--- src/rtl/flash_xip_pkg.sv ---
// Shared types and helpers for the flash XIP read cache.
package flash_xip_pkg;

  typedef enum logic [2:0] {
    StIdle,
    StPassSetup,
    StPassAccess,
    StFillSetup,
    StFillAccess,
    StResp
  } state_e;

  localparam logic [31:0] FlashStartDefault = 32'h3000_0000;
  localparam logic [31:0] FlashEndDefault   = 32'h3fff_ffff;

  // Fields are right-aligned; callers keep the low bits they need.
  typedef struct packed {
    logic [31:0] tag;
    logic [31:0] index;
    logic [31:0] word;
  } addr_split_t;

  function automatic addr_split_t split_addr(input logic [31:0] addr,
                                             input int unsigned off_w,
                                             input int unsigned idx_w);
    addr_split_t s;
    s.word  = (addr >> 2) & ((32'd1 << off_w) - 32'd1);
    s.index = (addr >> (off_w + 2)) & ((32'd1 << idx_w) - 32'd1);
    s.tag   = addr >> (off_w + idx_w + 2);
    return s;
  endfunction

endpackage

--- src/rtl/flash_xip_line_ram.sv ---
// Line storage for the XIP cache: data, tag and valid arrays.
// Combinational read, one word write port, tag/valid set, single-line
// invalidate and whole-cache flush.
module flash_xip_line_ram
  import flash_xip_pkg::*;
#(
  parameter int unsigned NUM_LINES  = 16,
  parameter int unsigned LINE_WORDS = 4,
  parameter int unsigned TAG_W      = 24,
  localparam int unsigned IdxW      = $clog2(NUM_LINES),
  localparam int unsigned OffW      = $clog2(LINE_WORDS)
) (
  input  logic             clock,
  input  logic             reset,
  input  logic [IdxW-1:0]  rd_idx_i,
  input  logic [OffW-1:0]  rd_word_i,
  output logic [31:0]      rd_data_o,
  output logic [TAG_W-1:0] rd_tag_o,
  output logic             rd_valid_o,
  input  logic             wr_en_i,
  input  logic [IdxW-1:0]  wr_idx_i,
  input  logic [OffW-1:0]  wr_word_i,
  input  logic [31:0]      wr_data_i,
  input  logic             set_en_i,
  input  logic [IdxW-1:0]  set_idx_i,
  input  logic [TAG_W-1:0] set_tag_i,
  input  logic             clr_en_i,
  input  logic [IdxW-1:0]  clr_idx_i,
  input  logic             flush_i
);

  logic [31:0]          data_q [NUM_LINES*LINE_WORDS];
  logic [TAG_W-1:0]     tag_q  [NUM_LINES];
  logic [NUM_LINES-1:0] valid_q, valid_d;

  assign rd_data_o  = data_q[{rd_idx_i, rd_word_i}];
  assign rd_tag_o   = tag_q[rd_idx_i];
  assign rd_valid_o = valid_q[rd_idx_i];

  // Data words are written one at a time as the fill progresses.
  always_ff @(posedge clock) begin
    if (wr_en_i) data_q[{wr_idx_i, wr_word_i}] <= wr_data_i;
  end

  // Tag is committed together with the valid bit at the end of a fill.
  always_ff @(posedge clock) begin
    if (set_en_i) tag_q[set_idx_i] <= set_tag_i;
  end

  // Valid update: flush wins over any per-line set or clear.
  always_comb begin
    valid_d = valid_q;
    if (flush_i) begin
      valid_d = '0;
    end else begin
      if (clr_en_i) valid_d[clr_idx_i] = 1'b0;
      if (set_en_i) valid_d[set_idx_i] = 1'b1;
    end
  end

  // Valid bits register.
  always_ff @(posedge clock or posedge reset) begin
    if (reset) valid_q <= '0;
    else       valid_q <= valid_d;
  end

endmodule

--- src/rtl/flash_xip_cache.sv ---
// Direct-mapped read cache in front of the SPI flash APB slave.
// Flash reads are served from line storage or fetched as whole lines;
// everything else is forwarded downstream unchanged.
module flash_xip_cache
  import flash_xip_pkg::*;
#(
  parameter logic [31:0] FLASH_START = FlashStartDefault,
  parameter logic [31:0] FLASH_END   = FlashEndDefault,
  parameter int unsigned NUM_LINES   = 16,
  parameter int unsigned LINE_WORDS  = 4
) (
  input  logic        clock,
  input  logic        reset,
  input  logic [31:0] s_paddr,
  input  logic        s_psel,
  input  logic        s_penable,
  input  logic [2:0]  s_pprot,
  input  logic        s_pwrite,
  input  logic [31:0] s_pwdata,
  input  logic [3:0]  s_pstrb,
  output logic        s_pready,
  output logic [31:0] s_prdata,
  output logic        s_pslverr,
  output logic [31:0] m_paddr,
  output logic        m_psel,
  output logic        m_penable,
  output logic [2:0]  m_pprot,
  output logic        m_pwrite,
  output logic [31:0] m_pwdata,
  output logic [3:0]  m_pstrb,
  input  logic        m_pready,
  input  logic [31:0] m_prdata,
  input  logic        m_pslverr,
  input  logic        flush,
  output logic [31:0] hit_cnt,
  output logic [31:0] miss_cnt
);

  localparam int unsigned OffW = $clog2(LINE_WORDS);
  localparam int unsigned IdxW = $clog2(NUM_LINES);
  localparam int unsigned TagW = 32 - OffW - IdxW - 2;

  state_e          state_q, state_d;
  logic [OffW-1:0] fill_cnt_q, fill_cnt_d;
  logic [31:0]     addr_q, addr_d;
  logic [31:0]     wdata_q, wdata_d;
  logic [31:0]     rdata_q, rdata_d;
  logic [2:0]      prot_q, prot_d;
  logic [3:0]      strb_q, strb_d;
  logic            write_q, write_d;
  logic            err_q, err_d;
  logic            flush_pend_q, flush_pend_d;
  logic [31:0]     hit_q, hit_d;
  logic [31:0]     miss_q, miss_d;

  addr_split_t     s_split, q_split;
  logic [IdxW-1:0] s_idx, q_idx;
  logic [OffW-1:0] s_word, q_word;
  logic [TagW-1:0] s_tag, q_tag;

  logic [31:0]     rd_data;
  logic [TagW-1:0] rd_tag;
  logic            rd_valid;
  logic            wr_en, set_en, clr_en;

  logic            access, cacheable, tag_match, lookup_hit, last_word;
  logic [31:0]     fill_addr;

  assign s_split = split_addr(s_paddr, OffW, IdxW);
  assign q_split = split_addr(addr_q, OffW, IdxW);
  assign s_idx   = s_split.index[IdxW-1:0];
  assign s_word  = s_split.word[OffW-1:0];
  assign s_tag   = s_split.tag[TagW-1:0];
  assign q_idx   = q_split.index[IdxW-1:0];
  assign q_word  = q_split.word[OffW-1:0];
  assign q_tag   = q_split.tag[TagW-1:0];

  logic unused_split;
  assign unused_split = ^{s_split.tag[31:TagW], s_split.index[31:IdxW], s_split.word[31:OffW],
                          q_split.tag[31:TagW], q_split.index[31:IdxW], q_split.word[31:OffW]};

  assign access     = s_psel & s_penable;
  assign cacheable  = (s_paddr >= FLASH_START) && (s_paddr <= FLASH_END) && !s_pwrite;
  assign tag_match  = rd_valid && (rd_tag == s_tag);
  // A flush in the lookup cycle forces a miss.
  assign lookup_hit = tag_match && !flush;
  assign last_word  = (fill_cnt_q == OffW'(LINE_WORDS - 1));
  assign fill_addr  = {addr_q[31:OffW+2], fill_cnt_q, 2'b00};

  assign hit_cnt  = hit_q;
  assign miss_cnt = miss_q;

  function automatic logic [31:0] sat_inc(input logic [31:0] v);
    return (v == 32'hffff_ffff) ? v : v + 32'd1;
  endfunction

  flash_xip_line_ram #(
    .NUM_LINES (NUM_LINES),
    .LINE_WORDS(LINE_WORDS),
    .TAG_W     (TagW)
  ) u_line_ram (
    .clock     (clock),
    .reset     (reset),
    .rd_idx_i  (s_idx),
    .rd_word_i (s_word),
    .rd_data_o (rd_data),
    .rd_tag_o  (rd_tag),
    .rd_valid_o(rd_valid),
    .wr_en_i   (wr_en),
    .wr_idx_i  (q_idx),
    .wr_word_i (fill_cnt_q),
    .wr_data_i (m_prdata),
    .set_en_i  (set_en),
    .set_idx_i (q_idx),
    .set_tag_i (q_tag),
    .clr_en_i  (clr_en),
    .clr_idx_i (s_idx),
    .flush_i   (flush)
  );

  // Next-state, APB outputs and line storage control.
  always_comb begin
    state_d      = state_q;
    fill_cnt_d   = fill_cnt_q;
    addr_d       = addr_q;
    wdata_d      = wdata_q;
    rdata_d      = rdata_q;
    prot_d       = prot_q;
    strb_d       = strb_q;
    write_d      = write_q;
    err_d        = err_q;
    flush_pend_d = flush_pend_q | flush;
    hit_d        = hit_q;
    miss_d       = miss_q;

    s_pready  = 1'b0;
    s_prdata  = '0;
    s_pslverr = 1'b0;
    m_paddr   = '0;
    m_psel    = 1'b0;
    m_penable = 1'b0;
    m_pprot   = '0;
    m_pwrite  = 1'b0;
    m_pwdata  = '0;
    m_pstrb   = '0;

    wr_en  = 1'b0;
    set_en = 1'b0;
    clr_en = 1'b0;

    unique case (state_q)
      StIdle: begin
        if (access) begin
          if (cacheable && lookup_hit) begin
            s_pready = 1'b1;
            s_prdata = rd_data;
            hit_d    = sat_inc(hit_q);
          end else if (cacheable) begin
            state_d      = StFillSetup;
            fill_cnt_d   = '0;
            addr_d       = s_paddr;
            prot_d       = s_pprot;
            err_d        = 1'b0;
            rdata_d      = '0;
            flush_pend_d = 1'b0;
            miss_d       = sat_inc(miss_q);
            // Old contents are overwritten word by word, so drop the line now.
            clr_en       = 1'b1;
          end else begin
            state_d = StPassSetup;
            addr_d  = s_paddr;
            prot_d  = s_pprot;
            write_d = s_pwrite;
            wdata_d = s_pwdata;
            strb_d  = s_pstrb;
            // Writes into a cached line make it stale.
            clr_en  = s_pwrite && tag_match;
          end
        end
      end
      StPassSetup, StPassAccess: begin
        m_psel    = 1'b1;
        m_penable = (state_q == StPassAccess);
        m_paddr   = addr_q;
        m_pprot   = prot_q;
        m_pwrite  = write_q;
        m_pwdata  = wdata_q;
        m_pstrb   = strb_q;
        if (state_q == StPassSetup) begin
          state_d = StPassAccess;
        end else if (m_pready) begin
          rdata_d = m_prdata;
          err_d   = m_pslverr;
          state_d = StResp;
        end
      end
      StFillSetup, StFillAccess: begin
        m_psel    = 1'b1;
        m_penable = (state_q == StFillAccess);
        m_paddr   = fill_addr;
        m_pprot   = prot_q;
        if (state_q == StFillSetup) begin
          state_d = StFillAccess;
        end else if (m_pready) begin
          if (m_pslverr) begin
            err_d   = 1'b1;
            state_d = StResp;
          end else begin
            wr_en = 1'b1;
            if (fill_cnt_q == q_word) rdata_d = m_prdata;
            if (last_word) begin
              state_d = StResp;
              set_en  = !flush_pend_q && !flush;
            end else begin
              fill_cnt_d = fill_cnt_q + 1'b1;
              state_d    = StFillSetup;
            end
          end
        end
      end
      StResp: begin
        s_pready  = 1'b1;
        s_prdata  = rdata_q;
        s_pslverr = err_q;
        state_d   = StIdle;
      end
      default: state_d = StIdle;
    endcase
  end

  // State, latched request and counters.
  always_ff @(posedge clock or posedge reset) begin
    if (reset) begin
      state_q      <= StIdle;
      fill_cnt_q   <= '0;
      addr_q       <= '0;
      wdata_q      <= '0;
      rdata_q      <= '0;
      prot_q       <= '0;
      strb_q       <= '0;
      write_q      <= 1'b0;
      err_q        <= 1'b0;
      flush_pend_q <= 1'b0;
      hit_q        <= '0;
      miss_q       <= '0;
    end else begin
      state_q      <= state_d;
      fill_cnt_q   <= fill_cnt_d;
      addr_q       <= addr_d;
      wdata_q      <= wdata_d;
      rdata_q      <= rdata_d;
      prot_q       <= prot_d;
      strb_q       <= strb_d;
      write_q      <= write_d;
      err_q        <= err_d;
      flush_pend_q <= flush_pend_d;
      hit_q        <= hit_d;
      miss_q       <= miss_d;
    end
  end

endmodule

--- config.mk ---
export PLATFORM = sky130hd
export DESIGN_NAME = flash_xip_cache
export DESIGN_NICKNAME = d
export VERILOG_FILES = /design/src/rtl/flash_xip_pkg.sv /design/src/rtl/flash_xip_line_ram.sv /design/src/rtl/flash_xip_cache.sv
export SDC_FILE = /design/constraint.sdc
export NUM_CORES = 2
export LEC_CHECK = 0
export ABC_AREA = 1
export BUFFER_PORTS_ARGS = -buffer_cell sky130_fd_sc_hd__buf_2
export CORE_ASPECT_RATIO = 0.7
export CORE_MARGIN = 1
export CORE_UTILIZATION = 40
export DETAILED_ROUTE_END_ITERATION = 10
export GPL_TIMING_DRIVEN = 1
export SLEW_MARGIN = 20
export SYNTH_ARGS = -nofsm -noshare
export SYNTH_HDL_FRONTEND = slang
export SYNTH_SLANG_ARGS = --single-unit
--- constraint.sdc ---
create_clock -name clock -period 6.4 [get_ports clock]
set_input_delay 0.64 -clock clock [delete_from_list [all_inputs] [get_ports clock]]
set_output_delay 0.64 -clock clock [all_outputs]
set_load 0.01 [all_outputs]
# Yosys cells after proc, flatten, opt, wreduce, memory -nomap -nowiden
# Memories as Yosys holds them, arrays and structs flattened.
# Index checks and enable logic that the tools add are counted.
# classes
addsub	3
order_cmp	6
eq_ne	23
n_mux	82
bitwise	9
n_reduce_logical	26
# op_table
op	n
2-to-1 mux 32 bit	12
one-hot mux 32 bit (2 select lines)	2
one-hot mux 32 bit (3 select lines)	1
adder 32 x 1 -> 32 bit, second input constant	2
equality test 32 bit, second input constant	2
2-to-1 mux 16 bit	4
2-to-1 mux 1 bit	37
greater-or-equal comparator 32 x 30 -> 1 bit, second input constant	1
less-or-equal comparator 32 x 30 -> 1 bit, second input constant	1
2-to-1 mux 3 bit	9
equality test 24 bit	1
inequality test 2 bit, second input constant	11
bitwise AND 16 bit	1
2-to-1 mux 2 bit	8
inverter 16 bit	1
bitwise OR 16 bit	1
AND reduction 4 bit	3
less-than comparator 4 x 5 -> 1 bit, second input constant	2
AND reduction 10 bit	1
logical AND 1 bit	9
one-hot mux 3 bit (3 select lines)	1
AND reduction 9 bit	1
demux 1 bit (select 4 bit)	2
greater-or-equal comparator 4 x 1 -> 1 bit, second input constant	2
other kinds (24)	34
# word_totals
register_bits	191
ramBits	2432
inputBits	111
out_inout_bits	172
elab_cells	164
memories	2
# mem_list
memory	words	width	rd	rd_ports_with_merged_regs	wr	line	source
u_line_ram.data_q	64	32	1	0	1	flash_xip_line_ram.sv:32	logic [31:0] data_q [NUM_LINES*LINE_WORDS];
u_line_ram.tag_q	16	24	1	0	1	flash_xip_line_ram.sv:33	logic [TAG_W-1:0] tag_q [NUM_LINES];

# Logic depth before layout (Yosys ltp)
# logic_depth
depth_word	13
mapped_depth	24
ltp_nobuf	21

# By module
# Synthesis repeated with hierarchy kept, for this count alone.
# hier_totals
hier_cells	9560
hier_area_um2	108753.1
# modules_own_cells
module	instances	cells_each	area_each_um2	seq_area_each_um2
flash_xip_line_ram	1	7914	97806.3	73430.4
flash_xip_cache	1	1646	10946.7	4379.2

# Worst setup path before layout
# Ideal clock, no wire load.
# synth_path
path_kind	input -> output
startpoint	input s_paddr[4]
endpoint	output s_prdata[29]
arrival_ns	2.808
required_time_ns	5.760
slack_ns	2.952
cell_stages	19
path_buffers	4
cell_sequence	buf_4 buf_6 buf_2 nand2_1 nor2_1 nor2_1 nand2_1 nand2_1 nand2_1 inv_1 nand2_1 a21oi_1 nand2_1 nor2_1 nand3_1 nor3_4 nand2_2 buf_2 o31ai_1
# synth_via
elab_chain_len	8
elab_cells_between_ends	15
classes_between	2 x order compare; 1 x eq/ne; 5 x mux; 5 x reduce/logical; 2 x memory
# synth_rtl
element	line	source
from (decl)	flash_xip_cache.sv:14	input logic [31:0] s_paddr,
memory read (16 x 24 bit) / binary-select mux 1 bit (select 4 bit) (equally long branches)	n/a	
equality test 24 bit / 2-to-1 mux 1 bit (equally long branches)	flash_xip_cache.sv:84, flash_xip_line_ram.sv:38	
logical AND 1 bit	flash_xip_cache.sv:84	assign tag_match = rd_valid && (rd_tag == s_tag);
logical AND 1 bit	flash_xip_cache.sv:86	assign lookup_hit = tag_match && !flush;
logical AND 1 bit	flash_xip_cache.sv:154	if (cacheable && lookup_hit) begin
2-to-1 mux 32 bit *	flash_xip_cache.sv:154	
2-to-1 mux 32 bit *	flash_xip_cache.sv:153	if (access) begin
one-hot mux 32 bit (2 select lines) *	flash_xip_cache.sv:151	unique case (state_q)
to (decl)	flash_xip_cache.sv:22	output logic [31:0] s_prdata,
# Every way passes the cells marked *; elsewhere a longest branch is shown, timed or not. The select of a mux whose other input is x is not followed.

# Worst setup path in the final report
# layout_path
startpoint	input s_paddr[5]
endpoint	output s_prdata[22]
# The elaborated chain is that of the path after synthesis.

==> impl_metrics.tcl <==
set metrics [dict create \
    power_density_mw_per_mm2 328 \
    yosys.cell_types.count 53 \
    die_h_um 431 \
    cp.required_ns 5.76 \
    cts_sinks 2623 \
    die_w_um 615 \
    clk_latency_ns 0.89 \
    hold_start "s_pwdata[26]" \
    seq_area_frac_synth_pct 74.1 \
    relSlewSlack_pct 18.8 \
    syn_nets 8508 \
    startpoint_type "primary input" \
    grt_max_degree 122 \
    cts_setup_buffers 0 \
    rsz0062_at_grt "false" \
    layout.nets 8853 \
    irDropWorstVdd_uv 277 \
    fill_cells 23000 \
    layout-drive-gt1-share_pct 11.9 \
    cts.repair.resized 0 \
    viasPerCell 5.90 \
    layout.cells.most_common "nand2_1" \
    power_frac_comb_pct 10.5 \
    grt_first_pass_wirelength_mm 509 \
    die_area_mm2 0.265 \
    hold_depth 3 \
    pin_count 283 \
    numCtsBuffers 270 \
    slew_viol_final 0 \
    synth-async-reset-ratio_pct 7.28 \
    core-area_mm2 0.260 \
    holdWs_ns 0.0472 \
    r2r_end "u_line_ram.data_q[54][18]$_DFFE_PP_" \
    fin_skew_ns 0.0535 \
    sw_frac_of_total_pct 26.0 \
    first_pass_iters 8 \
    critPathSlowestCell "inv_1" \
    wire_per_inst_um 29.3 \
    grt_remaining_overflow 0 \
    fin_tns_setup_ns 0 \
    gp_congestion 0.901 \
    synthFlopType "edfxtp_1" \
    clkPwrFrac_pct 39.4 \
    syn_avg_cell_area_um2 12.5 \
    synth_seq_cells 2623 \
    r2r_cells 10 \
    dpl.hpwl_mm 218 \
    syn_inst 8394 \
    fin_cells 12400 \
    status "finished, final reports clean" \
    hold_end "wdata_q[26]$_DFFE_PP0P_" \
    final-setup-viol-count 0 \
    drtIter0Drc 11300 \
    p_leak_nw 42.9 \
    synth_area_mm2 0.105 \
    wl_mm 364 \
    antenna_found_initial 25 \
    grt_util_all_layers_pct 26.7 \
    worst-path-max-fanout 28 \
    synth-edff-count 2432 \
    grt_pass1_vias 67500 \
    hold_path_class "in -> reg" \
    max_stage_delay_ns 0.79 \
    cts_tree "done" \
    tightest_slew_ns 1.22 \
    p_sw_w 0.0103 \
    areaGrowthSynthToFinish_pct 15.1 \
    clk_pin_slew_ns 0.05 \
    dp_cells 11900 \
    drc 0 \
    crit_chain "buf_2, nand2_4, buf_4, nor2_1, inv_1, o21ai_0, a2111oi_0, nand3_1, o21ai_0, buf_4, buf_2" \
    max_freq_ghz 0.169 \
    yosysWarnings 0 \
    maxCapViolCount 0 \
    criticalPathCategory "in -> out" \
    seqPwrFrac_pct 50.1 \
    rr_startpoint "state_q[0]$_DFFE_PP0P_" \
    critPathArrivalTime_ns 5.27 \
    rows 156 \
    cts_buffer_depth 4 \
    r2r_slack_ns 1.90 \
    intPower_w 0.0293 \
    cts_root_buf "clkbuf_16" \
    end_kind "output port" \
    vias 73400 \
    io_buffers 282 \
    ant_nets 0 \
    start_util_pct 40.5 \
    final_cell_mix "nand2_1, edfxtp_1, a21oi_1" \
    htree_levels 5 \
    period_minus_slack_ns 5.91 \
    fin_crit_sh_pct 92.3 \
    hold_viol_final 0 \
]
==> repair_timing <==
item | 4_1_cts | 5_1_grt
hold buffers | 11 | 0
setup endpoints to repair | 0 | 0
hold endpoints to repair | 82 | 0
==> worst max-delay path by stage <==
stage / startpoint / endpoint / slack (ns) / cells past startpoint
2_1_floorplan: reset / addr_q[0]$_DFFE_PP0P_ / 0.56 / 1
3_3_place_gp: s_paddr[5] / s_prdata[22] / 0.52 / 11
3_5_place_dp: s_paddr[5] / s_prdata[22] / 0.55 / 11
4_1_cts: s_paddr[5] / s_prdata[22] / 0.53 / 11
5_1_grt: s_paddr[5] / s_prdata[22] / 0.37 / 11
6_report: s_paddr[5] / s_prdata[22] / 0.49 / 11
==> state kept, by name, indices dropped and copies added (netlist names) <==
signal	count
write_q	1
err_q	1
fill_cnt_q	2
rdata_q	32
u_line_ram.valid_q	16
u_line_ram.tag_q	384
strb_q	4
u_line_ram.data_q	2048
prot_q	3
miss_cnt	32
hit_cnt	32
addr_q	32
flush_pend_q	1
state_q	3
wdata_q	32
==> synthesized netlist by cell type, types with 4 or more instances <==
cell       instances  area, µm²
a211oi_1           8       60.1
o22ai_1          131        820
o31ai_1           25        188
o221ai_1          22        193
edfxtp_1        2432      73000
buf_2             48        240
buf_4             10       75.1
nor2_1           460       1730
o21ai_1           21        105
buf_6             10        113
a32o_1           204       2040
nand4_1           44        275
a22oi_1          211       1580
or4_1              4       30.0
clkbuf_1         356       1340
dfrtp_1          191       4780
inv_2              4       15.0
a32oi_1           65        569
nor2_2             6       37.5
nand3b_1           4       30.0
inv_1            200        751
nand3_1          106        531
buf_1             85        319
a22o_1             6       52.6
xor2_1            32        280
clkinv_1          13       48.8
a221oi_1          59        517
o211ai_1          17        128
xnor2_1           25        219
o2111ai_1         10       87.6
a21oi_1          773       3870
nand2_1         2575       9670
o21ai_0          178        891
o32ai_1            6       52.6
nor3_1            22        110
==> kinds of logic after synthesis <==
| family | count (synthesis) | share of synthesized area, % |
|---|---|---|
| AOI/OAI and AO/OA | 1749 | 10.7 |
| buffers and inverters | 726 | 2.76 |
| and+or+nand+nor | 3236 | 11.9 |
| adders and majority gates | 3 | 0.0357 |
| xor gates and xnor gates | 57 | 0.475 |
| DFF | 2623 | 74.1 |
==> routing by layer <==
layer	global-route usage, %	part of all wire, %	vias to the layer above
met5	0	0.023	-
met4	9.50	3.8	8
met3	7.02	13	702
met2	38.5	43	4768
met1	39.0	41	36700
li1	-	-	31200
==> per-stage QoR <==
stage                     worst slack, ns  total power [W]  util [%]  instance area, µm²
after CTS                           0.531           0.0397      46.5              121000
after global routing                0.370           0.0407      46.6              121000
after floorplan                     0.561           0.0221         -              105000
after detailed placement            0.553           0.0243      43.2              112000
final                               0.494           0.0397      46.6              121000
after global placement              0.518           0.0243      43.1              112000
==> layout make-up <==
cell class,instances,area [µm²],area share (%)
antenna,10,25.0,0.0207
clock buffer,336,7200,5.96
clock inverter,138,1390,1.15
inverter,217,841,0.695
multi-input combinational,5045,25000,20.7
sequential,2623,77800,64.4
tap,3476,4350,3.60
timing repair buffer,582,4260,3.52
==> power by group through the flow <==
stage / combinational [W] / clock (W) / sequential, W
5_1_grt: 0.00443 / 0.0164 / 0.0199
4_1_cts: 0.00410 / 0.0157 / 0.0199
2_1_floorplan: 0.00213 / 0 / 0.0200
3_3_place_gp: 0.00404 / 0 / 0.0202
3_5_place_dp: 0.00409 / 0 / 0.0202
6_report: 0.00416 / 0.0156 / 0.0199
==> critical path, delay by kind of cell <==
kind / cells / cell delay [ns]
buffers and inverters: 5 / 1.89
AND/OR/NAND/NOR: 3 / 1.36
AO/OA/AOI/OAI: 3 / 1.28
Power figures use the tool's default switching activity.
